## config.mk

```make
export PLATFORM = sky130hd
export DESIGN_NAME = shift_engine
export DESIGN_NICKNAME = d
export VERILOG_FILES = /design/src/rtl/shift_engine.sv
export SDC_FILE = /design/constraint.sdc
export NUM_CORES = 1
export LEC_CHECK = 0
export CAP_MARGIN = 20
export CORE_ASPECT_RATIO = 0.9
export CORE_MARGIN = 4
export CORE_UTILIZATION = 35
export DETAILED_ROUTE_END_ITERATION = 7
export GPL_TIMING_DRIVEN = 1
export PLACE_DENSITY = 0.59
export SKIP_LAST_GASP = 1
export SYNTH_ARGS = -nofsm -noshare
export SYNTH_HDL_FRONTEND = slang
export SYNTH_SLANG_ARGS = --single-unit
```

## constraint.sdc

```tcl
create_clock -name clk -period 1.68 [get_ports clk]
set_input_delay 0.252 -clock clk [delete_from_list [all_inputs] [get_ports clk]]
set_output_delay 0.252 -clock clk [all_outputs]
set_load 0.01 [all_outputs]
```

## src/rtl/shift_engine.sv

```systemverilog
// shift_engine: parallel-load shift register with a multi-bit shift sequencer.
// A word is loaded in IDLE, then a start shifts it one bit per clock for a
// saturated count in one of four modes, ending with a single-cycle done pulse.
module shift_engine #(
  parameter int WIDTH = 8,
  parameter int CNT_W = $clog2(WIDTH) + 1
) (
  input  logic             clk,
  input  logic             rst_n,
  input  logic             load,
  input  logic [WIDTH-1:0] din,
  input  logic             start,
  input  logic [CNT_W-1:0] count,
  input  logic [1:0]       mode,
  input  logic             ser_in,
  output logic [WIDTH-1:0] dout,
  output logic             ser_out,
  output logic             busy,
  output logic             done
);

  localparam logic [CNT_W-1:0] LP_WIDTH = CNT_W'(WIDTH);
  localparam logic [CNT_W-1:0] LP_ONE   = CNT_W'(1);

  typedef enum logic [1:0] {
    S_IDLE  = 2'd0,
    S_SHIFT = 2'd1,
    S_DONE  = 2'd2
  } state_t;

  state_t           r_state;
  state_t           w_next;
  logic [WIDTH-1:0] r_dout;
  logic             r_ser_out;
  logic [CNT_W-1:0] r_rem;
  logic [1:0]       r_mode;
  logic [CNT_W-1:0] w_cnt_sat;
  logic             w_start_go;
  logic [WIDTH:0]   w_shifted;

  // One single-bit shift step; result is {bit shifted out, new register word}.
  function automatic logic [WIDTH:0] f_shift(input logic [WIDTH-1:0] d,
                                             input logic [1:0]       m,
                                             input logic             s);
    logic [WIDTH:0] r;
    case (m)
      2'b00:   r = {d[WIDTH-1], d[WIDTH-2:0], s};
      2'b01:   r = {d[0], s, d[WIDTH-1:1]};
      2'b10:   r = {d[WIDTH-1], d[WIDTH-2:0], d[WIDTH-1]};
      default: r = {d[0], d[WIDTH-1], d[WIDTH-1:1]};
    endcase
    return r;
  endfunction

  // Requests beyond the register width collapse to a full-width shift.
  assign w_cnt_sat  = (count > LP_WIDTH) ? LP_WIDTH : count;
  // Load wins over start; start is only honoured from IDLE.
  assign w_start_go = (r_state == S_IDLE) && start && !load;
  assign w_shifted  = f_shift(r_dout, r_mode, ser_in);

  // State register.
  always_ff @(posedge clk) begin
    if (!rst_n) r_state <= S_IDLE;
    else        r_state <= w_next;
  end

  // Next-state logic: SHIFT runs until the last remaining shift, DONE lasts one cycle.
  always_comb begin
    w_next = r_state;
    case (r_state)
      S_IDLE: begin
        if (w_start_go) w_next = (w_cnt_sat != '0) ? S_SHIFT : S_DONE;
      end
      S_SHIFT: begin
        if (r_rem <= LP_ONE) w_next = S_DONE;
      end
      S_DONE:  w_next = S_IDLE;
      default: w_next = S_IDLE;
    endcase
  end

  // Status outputs decoded from the registered state.
  always_comb begin
    busy = 1'b0;
    done = 1'b0;
    case (r_state)
      S_SHIFT: busy = 1'b1;
      S_DONE:  done = 1'b1;
      default: ;
    endcase
  end

  // Datapath: load / latch sequence parameters in IDLE, shift once per SHIFT cycle.
  always_ff @(posedge clk) begin
    if (!rst_n) begin
      r_dout    <= '0;
      r_ser_out <= 1'b0;
      r_rem     <= '0;
      r_mode    <= 2'b00;
    end else begin
      case (r_state)
        S_IDLE: begin
          if (load) begin
            r_dout <= din;
          end else if (start) begin
            r_mode <= mode;
            r_rem  <= w_cnt_sat;
          end
        end
        S_SHIFT: begin
          r_dout    <= w_shifted[WIDTH-1:0];
          r_ser_out <= w_shifted[WIDTH];
          r_rem     <= r_rem - LP_ONE;
        end
        default: ;
      endcase
    end
  end

  assign dout    = r_dout;
  assign ser_out = r_ser_out;

endmodule

```

## Word level (Yosys, flattened, before mapping)

Index checks and enable logic that the tools add are counted.

| word-level totals | value |
|---|---|
| logic and storage cells | 45 |
| output and inout bits | 11 |
| input bits | 19 |
| flip-flop bits (word level) | 17 |

| cells by class | value |
|---|---|
| $lt $le $gt $ge | 2 |
| multiplexer cells | 13 |
| eq/ne operators | 10 |
| add/sub/neg operators | 1 |
| reductions and logical operators | 12 |
| bitwise logic cells | 1 |

Operators by type and width:

| operator | count |
|---|---|
| $pmux 9 s3 | 1 |
| $pmux 8 s2 | 1 |
| $mux 4 | 3 |
| $ne 2x2->1 const B | 5 |
| $reduce_and 3->1 | 3 |
| $mux 8 | 1 |
| $pmux 4 s2 | 1 |
| $mux 2 | 3 |
| $eq 2x1->1 const B | 2 |
| $eq 2x2->1 const B | 2 |
| $gt 4x4->1 const B | 1 |
| $le 4x1->1 const B | 1 |
| $logic_not 2->1 | 2 |
| $ne 4x1->1 const B | 1 |
| $pmux 2 s2 | 1 |
| $reduce_and 2->1 | 2 |
| $reduce_bool 4->1 | 1 |
| $sub 4x1->4 const B | 1 |
| $logic_and 1x1->1 | 2 |
| $mux 1 | 2 |
| $reduce_bool 2->1 | 1 |
| $logic_not 1->1 | 1 |
| $not 1->1 | 1 |

## Longest topological paths before layout

| logic depth | value |
|---|---|
| word-level depth | 6 |
| gate-level depth with buffers | 6 |
| mapped depth without buffers | 6 |

## Worst setup path before layout

Ideal clock, no wire load.

| timing path | value |
|---|---|
| path type | register -> register |
| from | register r_state[0] |
| to | register r_dout[7], in the netlist dout[7] |
| slack | 489 ps |
| setup time | 123 ps |
| stages on the path, launching flop included | 7 |
| data arrival time | 1068 ps |
| cell sequence | dfxtp_1 -> buf_6 -> o21ba_2 -> buf_6 -> and2_4 -> o2111ai_1 -> o21ai_1 |

| on the way | value |
|---|---|
| longest elaborated chain between the ends | 3 |
| elaborated cells between the ends (all ways) | 7 |

Ends and longest elaborated chain:

| element | line | RTL |
|---|---|---|
| start, declared | 31 | `state_t r_state;` |
| start signal, assigned | 64 | `else r_state <= w_next;` |
| $eq 2x1->1 or $logic_not 2->1 (tied branches) | 101 | `case (r_state)` |
| $ne 4x1->1 (no line) (tied with other cells) | -- |  |
| $reduce_and 3->1 (no line) | -- |  |
| end signal, assigned | 104 | `r_dout <= din;` |
| end signal, assigned | 111 | `r_dout <= w_shifted[WIDTH-1:0];` |
| end, declared | 33 | `logic [WIDTH-1:0] r_dout;` |

Parallel ways exist; a longest one is shown, timed or not.
A chain may end at the register's enable or synchronous reset.

## Final worst setup path

| timing path | value |
|---|---|
| from | register r_dout[7], in the netlist dout[7] |
| to | output dout[7] |

RTL lines:

| element | line | RTL |
|---|---|---|
| end, declared | 16 | `output logic [WIDTH-1:0] dout,` |

No word-level cell between the ends.

==> reports/qor.csv <==
stage,metric,value,unit
layout,fin_util,0.492,
worst_setup_path,end_kind,output port,
detailed_routing,ant_nets,0,
worst_setup_path,critPathMaxFanout,5,
power,pwr-share-clk,0.224,
layout,most-common-layout-cells,"clkdlybuf4s50_1, dfxtp_1, nand2_1",
worst_setup_path,crit_family,buffers and inverters,
grt,grt_use_met3,0.0493,
grt,global_route.overflow_total,0,
sta,hold_viol_final,0,
job,max_cap_viol_count,0,
grt,grt_pass1_vias,851,
power,intPower,683,uW
logic_synthesis,ys_types,39,
layout,fillers,287,
grt,antenna_found_initial,0,
grt,grt_max_degree,20,
layout,area_growth,32.3,%
worst_setup_path,rr_worst_depth,4,
sta,tightest_slew,0.640,ns
worst_setup_path,cp_data_arrival_time,1.26,ns
floorplan,initial_core_util,0.372,
min_path,holdCritPathClass,flip-flop to flip-flop,
sta,slew_headroom,0.573,
sta,fin_hold_ws,0.489,ns
power,ir_drop,0.324,mV
detailed_routing,drt-pass1-iter-count,4,
placed_design,io_buffers,29,
sta,timing.setup.tns,0,ns
worst_setup_path,cpMaxStageDelayCell,clkdlybuf4s50_1,
layout,final_common_cell,clkdlybuf4s50_1,
logic_synthesis,syn_area,0.00103,sq mm
detailed_routing,vias_per_cell,4.87,
min_path,hold_path_depth,2,
sta,min_period,1.51,ns
power,p_sw_frac,0.291,
clock_network,hold_buffers,0,
power,p_switching,280,uW
power,pwr-share-comb,0.283,
floorplan,die_h,59.5,um
layout,diodes,0,
placed_design,gp_congestion,0.744,
clock_network,cts_made_buffers,3,
logic_synthesis,ys.flop_type,dfxtp_1,
floorplan,die_area,0.00388,sq mm
power,p_per_area,707,mW/mm^2
worst_setup_path,critical_path_class,flip-flop to output port,
grt,grt_pass1_wl,3.92,mm
worst_setup_path,crit_required,1.43,ns
grt,busiest_layer,met2,
grt,use_met1,0.169,
detailed_routing,route.vias.total,920,
clock_network,max-clock-path-buffers,2,
logic_synthesis,ys_ff_latch,17,
worst_setup_path,crit_path_start_kind,flip-flop,
grt,use_met2,0.209,
worst_setup_path,crit_chain,clkdlybuf4s50_1,
sta,finalSetupViolations,0,
sta,skew,0.00170,ns
sta,slew_violations,0,
floorplan,coreArea,0.00277,sq mm
sta,fmaxAchievable,661,MHz
clock_network,h-tree-depth,1,
placed_design,dpl.hpwl,1.83,mm
detailed_routing,drt-initial-drc-count,17,
logic_synthesis,ys_warn_count,0,
clock_network,cts_tree,built,
clock_network,clock_sinks,17,
outcome,status,finished clean,
logic_synthesis,synth_nets,138,
clock_network,cts_setup_buffers,0,
worst_setup_path,worst-path-stages,1,
logic_synthesis,avgSynthCellArea,8.80,sq um
logic_synthesis,synth-seq-area-share,0.330,
layout,fin_nets,171,
worst_setup_path,path_buf_inv,1,
power,p_leak,0.000484,uW
floorplan,io_pins,30,
detailed_routing,drt-wirelength-per-cell,12.3,um
power,p_seq_frac,0.493,
layout,drive_above_1_share,0.134,
logic_synthesis,async_flop_share,0,
clock_network,cts-root-buf,clkbuf_4,
logic_synthesis,synth-edff-count,0,
sta,min_period_over_period,0.900,
grt,grt_usage,0.132,
clock_network,clk_pin_slew,0.09,ns
logic_synthesis,syn_inst,117,
worst_setup_path,cp_slowest_stage_delay,0.56,ns
clock_network,clk_latency,0.29,ns
detailed_routing,wirelength,2.33,mm
floorplan,die_x,65.2,um
detailed_routing,drc,0,
sta,rsz0062_at_grt,no,
floorplan,std_cell_rows,18,
per-stage QoR:
stage | total power (uW) | area (sq um) | instances | worst slack, ns
after floorplan | 651 | 1030 | 117 | 0.489
after detailed placement | 760 | 1340 | 185 | 0.0797
after CTS | 975 | 1360 | 189 | 0.0539
final | 963 | 1360 | 189 | 0.167
after global placement | 758 | 1340 | 185 | 0.120
after global routing | 1030 | 1360 | 189 | 0.0840
power groups by stage:
| stage | clock (uW) | combinational, uW | sequential [uW] |
|---|---|---|---|
| after floorplan | 0 | 172 | 479 |
| after global placement | 0 | 275 | 483 |
| after detailed placement | 0 | 277 | 483 |
| after CTS | 225 | 276 | 474 |
| after global routing | 248 | 303 | 482 |
| final | 216 | 273 | 475 |
kinds of logic after synthesis:
group | share of synthesized area
AND/OR/NAND/NOR | 0.217
AO/OA/AOI/OAI | 0.249
flip-flops | 0.331
buffers and inverters | 0.0911
multiplexers | 0.0875
adder cells (fa/ha/maj) | 0.0243
worst reg2reg max path: stages, from the launching register on:
cell       delay (ns)
dfxtp_1          0.74
nor2b_1          0.11
a211o_1          0.28
o2111ai_1        0.08
o21ai_1          0.08
worst paths after layout:
| check | from | to | slack [ns] |
|---|---|---|---|
| worst max-delay path | dout[7] | dout[7] | 0.17 |
| worst min-delay path | r_rem[2] | r_rem[2] | 0.49 |
| worst max register to register | r_mode[0] | dout[7] | 0.28 |
| worst min register to register | r_rem[2] | r_rem[2] | 0.49 |
registers in the layout, summed over array words and instances (netlist names):
register,cells
r_mode,2
ser_out,1
r_state,2
dout,8
r_rem,4
what timing repair did:
| item | 4_1_cts | 5_1_grt |
|---|---|---|
| gates resized for setup | 3 | 1 |
| setup endpoints to repair | 2 | 1 |
| hold endpoints to repair | 0 | 0 |
| pin swaps | 0 | 0 |
synth_stat cells (2+ instances only):
cell type / number / area share
ha_1: 2 / 0.024
o22ai_1: 8 / 0.049
nor2_1: 9 / 0.033
nor3_1: 3 / 0.015
o21ai_0: 3 / 0.015
o21a_1: 2 / 0.015
nor4_1: 2 / 0.012
mux2i_1: 9 / 0.087
buf_12: 2 / 0.039
dfxtp_1: 17 / 0.33
o21ai_1: 2 / 0.0097
buf_6: 2 / 0.022
nor2b_1: 5 / 0.030
nand2_1: 14 / 0.051
nor3b_1: 3 / 0.022
inv_1: 3 / 0.011
a21oi_1: 9 / 0.044
routing by layer:
layer	vias up	part of all wire
met1	420	0.47
met3	2	0.052
met4	0	0.0064
li1	481	-
met2	17	0.47
met5	-	0
area by class of cell:
| cell class | instances | area [sq um] | share of cell area |
|---|---|---|---|
| Timing Repair Buffer | 35 | 333 | 0.244 |
| Sequential cell | 17 | 343 | 0.252 |
| Tap cell | 40 | 50.0 | 0.0367 |
| Clock buffer | 4 | 26.3 | 0.0193 |
| Inverter | 4 | 15.0 | 0.0110 |
| Multi-Input combinational cell | 89 | 596 | 0.437 |
(Power assumes the default switching activity.)
